[src/rtl/alu_defs.sv]
// Shared opcode constants, FSM state encoding and opcode helpers for seq_slice_alu.
// SEQ_ALU_SLT_EN makes opcode 0111 (SLT) perform a subtraction.
package alu_defs;

    localparam logic [3:0] ALU_AND = 4'b0000;
    localparam logic [3:0] ALU_OR  = 4'b0001;
    localparam logic [3:0] ALU_ADD = 4'b0010;
    localparam logic [3:0] ALU_SUB = 4'b0110;
    localparam logic [3:0] ALU_SLT = 4'b0111;
    localparam logic [3:0] ALU_NOR = 4'b1100;

    typedef enum logic [1:0] {
        IDLE = 2'd0,
        RUN  = 2'd1,
        DONE = 2'd2
    } alu_state_t;

    // Subtracting ops invert B and force the initial carry to 1.
    function automatic logic op_subtracts(input logic [3:0] op);
`ifdef SEQ_ALU_SLT_EN
        return (op == ALU_SUB) || (op == ALU_SLT);
`else
        return (op == ALU_SUB);
`endif
    endfunction

endpackage

[src/rtl/alu_slice.sv]
// Combinational SLICE-bit ALU unit, reused by seq_slice_alu on every RUN cycle.
// SEQ_ALU_SLT_EN enables the SLT subtraction path.
module alu_slice
    import alu_defs::*;
#(
    parameter int SLICE = 8
) (
    input  logic [SLICE-1:0] a,
    input  logic [SLICE-1:0] b,
    input  logic             carry_in,
    input  logic [3:0]       op,
    output logic [SLICE-1:0] result,
    output logic             carry_out,
    output logic             carry_msb
);

    logic [SLICE-1:0] b_eff;
    logic [SLICE:0]   sum_ext;

    // Carry into the MSB is recovered from the sum bit, avoiding an explicit ripple loop.
    always_comb begin
        b_eff     = op_subtracts(op) ? ~b : b;
        sum_ext   = {1'b0, a} + {1'b0, b_eff} + {{SLICE{1'b0}}, carry_in};
        carry_out = sum_ext[SLICE];
        carry_msb = sum_ext[SLICE-1] ^ a[SLICE-1] ^ b_eff[SLICE-1];
        case (op)
            ALU_AND:          result = a & b;
            ALU_OR:           result = a | b;
            ALU_NOR:          result = ~(a | b);
            ALU_ADD, ALU_SUB: result = sum_ext[SLICE-1:0];
`ifdef SEQ_ALU_SLT_EN
            ALU_SLT:          result = sum_ext[SLICE-1:0];
`else
            ALU_SLT:          result = '0;
`endif
            default:          result = '0;
        endcase
    end

endmodule

[src/rtl/seq_slice_alu.sv]
// Multi-cycle ALU that evaluates a WIDTH-bit operation SLICE bits per clock, LSB slice first.
// SEQ_ALU_SLT_EN enables the signed set-less-than opcode (0111).
module seq_slice_alu
    import alu_defs::*;
#(
    parameter int WIDTH = 32,
    parameter int SLICE = 8
) (
    input  logic             clk,
    input  logic             reset_n,
    input  logic             start,
    input  logic [WIDTH-1:0] a,
    input  logic [WIDTH-1:0] b,
    input  logic             CarryIn,
    input  logic [3:0]       ALUOp,
    output logic             busy,
    output logic             done,
    output logic [WIDTH-1:0] Result,
    output logic             CarryOut,
    output logic             Zero,
    output logic             Overflow
);

    localparam int N     = WIDTH / SLICE;
    localparam int IDX_W = (N > 1) ? $clog2(N) : 1;

    alu_state_t       state;
    alu_state_t       state_next;
    logic [WIDTH-1:0] a_q;
    logic [WIDTH-1:0] b_q;
    logic [WIDTH-1:0] shadow;
    logic [WIDTH-1:0] result_final;
    logic [3:0]       op_q;
    logic             carry_q;
    logic             carry_msb_q;
    logic [IDX_W-1:0] idx;
    logic             last_slice;
    logic [SLICE-1:0] slice_a;
    logic [SLICE-1:0] slice_b;
    logic [SLICE-1:0] slice_res;
    logic             slice_cout;
    logic             slice_cmsb;
    logic             ovf_raw;
    logic             arith;

    assign slice_a    = a_q[int'(idx)*SLICE +: SLICE];
    assign slice_b    = b_q[int'(idx)*SLICE +: SLICE];
    assign last_slice = (idx == IDX_W'(N - 1));
    assign busy       = (state == RUN);

    alu_slice #(.SLICE(SLICE)) u_slice (
        .a         (slice_a),
        .b         (slice_b),
        .carry_in  (carry_q),
        .op        (op_q),
        .result    (slice_res),
        .carry_out (slice_cout),
        .carry_msb (slice_cmsb)
    );

    always_ff @(posedge clk) begin
        if (!reset_n) state <= IDLE;
        else          state <= state_next;
    end

    always_comb begin
        state_next = state;
        case (state)
            IDLE:    if (start) state_next = RUN;
            RUN:     if (last_slice) state_next = DONE;
            DONE:    state_next = IDLE;
            default: state_next = IDLE;
        endcase
    end

    // After the final slice, carry_q holds the MSB carry-out and carry_msb_q the carry into it.
    always_comb begin
        ovf_raw      = carry_msb_q ^ carry_q;
        arith        = (op_q == ALU_ADD) || (op_q == ALU_SUB);
        result_final = shadow;
`ifdef SEQ_ALU_SLT_EN
        if (op_q == ALU_SLT) result_final = {{(WIDTH-1){1'b0}}, shadow[WIDTH-1] ^ ovf_raw};
`endif
    end

    always_ff @(posedge clk) begin
        if (!reset_n) begin
            a_q         <= '0;
            b_q         <= '0;
            op_q        <= '0;
            carry_q     <= 1'b0;
            carry_msb_q <= 1'b0;
            idx         <= '0;
            shadow      <= '0;
            Result      <= '0;
            CarryOut    <= 1'b0;
            Zero        <= 1'b0;
            Overflow    <= 1'b0;
            done        <= 1'b0;
        end else begin
            done <= 1'b0;
            case (state)
                IDLE: begin
                    if (start) begin
                        a_q     <= a;
                        b_q     <= b;
                        op_q    <= ALUOp;
                        carry_q <= op_subtracts(ALUOp) | ((ALUOp == ALU_ADD) & CarryIn);
                        idx     <= '0;
                    end
                end
                RUN: begin
                    shadow[int'(idx)*SLICE +: SLICE] <= slice_res;
                    carry_q     <= slice_cout;
                    carry_msb_q <= slice_cmsb;
                    idx         <= idx + IDX_W'(1);
                end
                DONE: begin
                    Result   <= result_final;
                    CarryOut <= arith & carry_q;
                    Overflow <= arith & ovf_raw;
                    Zero     <= (result_final == '0);
                    done     <= 1'b1;
                end
                default: ;
            endcase
        end
    end

endmodule

[config.mk]
export PLATFORM = sky130hd
export DESIGN_NAME = seq_slice_alu
export DESIGN_NICKNAME = d
export VERILOG_FILES = /design/src/rtl/alu_defs.sv /design/src/rtl/alu_slice.sv /design/src/rtl/seq_slice_alu.sv
export SDC_FILE = /design/constraint.sdc
export NUM_CORES = 1
export LEC_CHECK = 0
export CORE_MARGIN = 3
export CORE_UTILIZATION = 35
export DETAILED_ROUTE_END_ITERATION = 6
export DONT_BUFFER_PORTS = 1
export PLACE_DENSITY = 0.54
export SLEW_MARGIN = 20
export SYNTH_ARGS = -nofsm -noshare
export SYNTH_HDL_FRONTEND = slang
export SYNTH_HIERARCHICAL = 1
export SYNTH_SLANG_ARGS = --single-unit
[constraint.sdc]
create_clock -name clk -period 4.8 [get_ports clk]
set_clock_uncertainty 0.15 [all_clocks]
set_input_delay 0.48 -clock clk [delete_from_list [all_inputs] [get_ports clk]]
set_output_delay 0.48 -clock clk [all_outputs]
set_load 0.02 [all_outputs]
==> qor.yml <==
timing:
  setup_tns_ns: 0
  slew_headroom: 0.435
  report.final.hold_viol_count: 0
  tightest_slew_ns: 0.835
  fin_crit_ns: 3.78
  finalSetupViolations: 0
  rsz0062_at_grt: "false"
  period_share: 0.788
  slew_violations: 0
  max_freq_mhz: 264
  whs_ns: 0.0347
worst_setup_path:
  rr_endpoint: "result_final[30]"
  worstRegToRegCells: 13
  criticalPathCategory: "flop to flop"
  cp-start-kind: "flop"
  arrival_ns: 3.98
  r2r_setup_slack_ns: 1.02
  cp_max_fo: 17
  worstReg2RegStart: "idx[0]"
  required_ns: 4.99
  worstSetupEndpointType: "flop"
cts:
  cts_tree: "yes"
  h-tree-depth: 4
  hold_buffers: 0
  cts-root-buf: "clkbuf_16"
  clk_latency_ns: 0.43
  cts_buffers: 17
  clk_pin_slew_worst_paths_ns: 0.06
  clock_sinks: 142
  post_cts_resized: 0
  post_cts_buffers: 0
  cts_buffer_depth: 2
placement:
  place.port_buffers: 0
  routabilityCongestion: 0.853
  dpl.hpwl_um: 12000
  place_inst: 981
layout:
  nNetsFinal: 827
  antenna_cells: 0
  layout_common_cells: "nand2_1, dfxtp_1, a21boi_0"
  instances_no_fill: 1014
  regArea_um2: 2840
  layout_commonest_cell: "nand2_1"
  fillerInstances: 1908
  areaGrowthSynthToFinish_pct: 10.6
  multi_input_area_um2: 3610
  final_util: 0.398
  drive_above_1_share: 0.0862
yosys:
  synth_edf_count: 0
  synth.avg_cell_area_um2: 8.82
  netlist_area_um2: 6770
  yosysWarnings: 6
  seq_area_frac_synth: 0.420
  synth_cells: 768
  ys_ff_latch: 142
  ys_dominant_reg_cell: "dfxtp_1"
  async_flop_share: 0
  ys_types: 58
  synth_nets: 854
detailed_routing:
  ant_nets: 0
  dr.pass1.iters: 4
  drc: 0
  vias: 5156
  routed_via_density: 5.08
  drt-initial-drc-count: 246
  drt_wl_total_um: 16700
  wl_per_cell_um: 16.5
power_and_ir_drop:
  vdd_drop_max_mv: 0.226
  leakage_nw: 2.59
  powerDensity_nw_per_um2: 383
floorplan:
  rows: 50
  die_y_um: 145
  ios: 109
  die_area_um2: 21100
  start_util: 0.360
  die_w_um: 145
  coreArea_um2: 18800
flow_run:
  cap_violations: 0
global_route:
  grt_pass1_wl_um: 27500
  antenna_found_initial: 0
  grt-ovfl-total: 0
  grt_max_degree: 143
  grt.total_usage: 0.161
  grt_pass1_vias: 5163
min_path:
  hold_start: "a[31]"
  hp-class: "primary input to flop"
  min_to: "a_q[31]"
  holdPathStages: 2
outcome:
  outcome: "completed"
## critical path, cell delays in order, from the launching register on
cell and delay [ns]:
dfxtp_1 0.52, buf_12 0.23, mux4_2 0.58, xnor2_1 0.26
fa_1 0.24, inv_1 0.06, fa_1 0.40, a21o_1 0.17
a21oi_1 0.25, nor2b_1 0.11, mux2i_1 0.13, o211ai_1 0.26
nand4b_1 0.15, a21boi_0 0.18
## per-layer routing
metal | up-vias | share of wire | GRT usage
li1 | 2585 | - | -
met1 | 2435 | 0.49 | 0.216
met2 | 117 | 0.45 | 0.247
met3 | 19 | 0.050 | 0.0465
met5 | - | 0 | 0
met4 | 0 | 0.016 | 0.0579
## Yosys cell counts (all sizes together) (8+ instances only)
cell type,number,share of area
nor4,10,0.0092
clkbuf,27,0.015
inv,8,0.0044
o21ai,10,0.0079
ha,12,0.022
nand2,241,0.13
a21oi,15,0.011
nor3,9,0.0067
buf,26,0.029
dfxtp,142,0.42
nand4b,8,0.010
nand3,29,0.021
xor2,12,0.019
a21boi,136,0.15
mux4,16,0.053
## report_power, final
group          total, W  leakage (nW)  switching [W]  internal (W)
registers       0.00125          1.16      0.0000303       0.00122
clock network   0.00136         0.286       0.000518      0.000838
logic          0.000261          1.15       0.000150      0.000111
## state kept, by name, summed over array words and instances, names as in the netlist
signal,cells
CarryOut,1
Overflow,1
Result,32
Zero,1
a_q,32
b_q,32
carry_msb_q,1
carry_q,1
done,1
idx,2
op_q,4
result_final,32
state,2
## final cells by class
class | count | share of cell area
repair buffers | 7 | 0.00969
inverters | 8 | 0.00401
clock buffers | 21 | 0.0602
flip-flops and latches | 142 | 0.380
clock inverters | 11 | 0.0212
multi-input cells | 565 | 0.482
well taps | 260 | 0.0434
## stage by stage
step | instance area [um2] | setup slack (ns) | total power (W)
2_1_floorplan | 6770 | 1.61 | 0.00149
3_3_place_gp | 6860 | 1.23 | 0.00153
3_5_place_dp | 6860 | 1.06 | 0.00153
4_1_cts | 7470 | 1.05 | 0.00290
5_1_grt | 7490 | 0.744 | 0.00298
6_report | 7490 | 1.02 | 0.00287
## worst max-delay path by stage
stage                       from          endpoint  slack [ns]  cells after the start
after floorplan           idx[0]  result_final[30]        1.61                     13
after global placement    idx[0]  result_final[14]        1.23                     13
after detailed placement  idx[0]  result_final[30]        1.06                     13
after CTS                 idx[0]  result_final[30]        1.05                     13
after global routing      idx[0]  result_final[14]        0.74                     13
final                     idx[0]  result_final[30]        1.02                     13
## cells by family (layout without fill, tap and decap cells)
family | after synthesis | count (layout) | share of synthesized area
buffers and inverters | 61 | 47 | 0.0486
multiplexers | 17 | 17 | 0.0547
AO/OA/AOI/OAI | 181 | 181 | 0.193
AND/OR/NAND/NOR | 334 | 334 | 0.224
XOR/XNOR | 14 | 14 | 0.0240
adder cells (fa/ha/maj) | 19 | 19 | 0.0355
flip-flops | 142 | 142 | 0.420
Power figures use the tool's default switching activity.
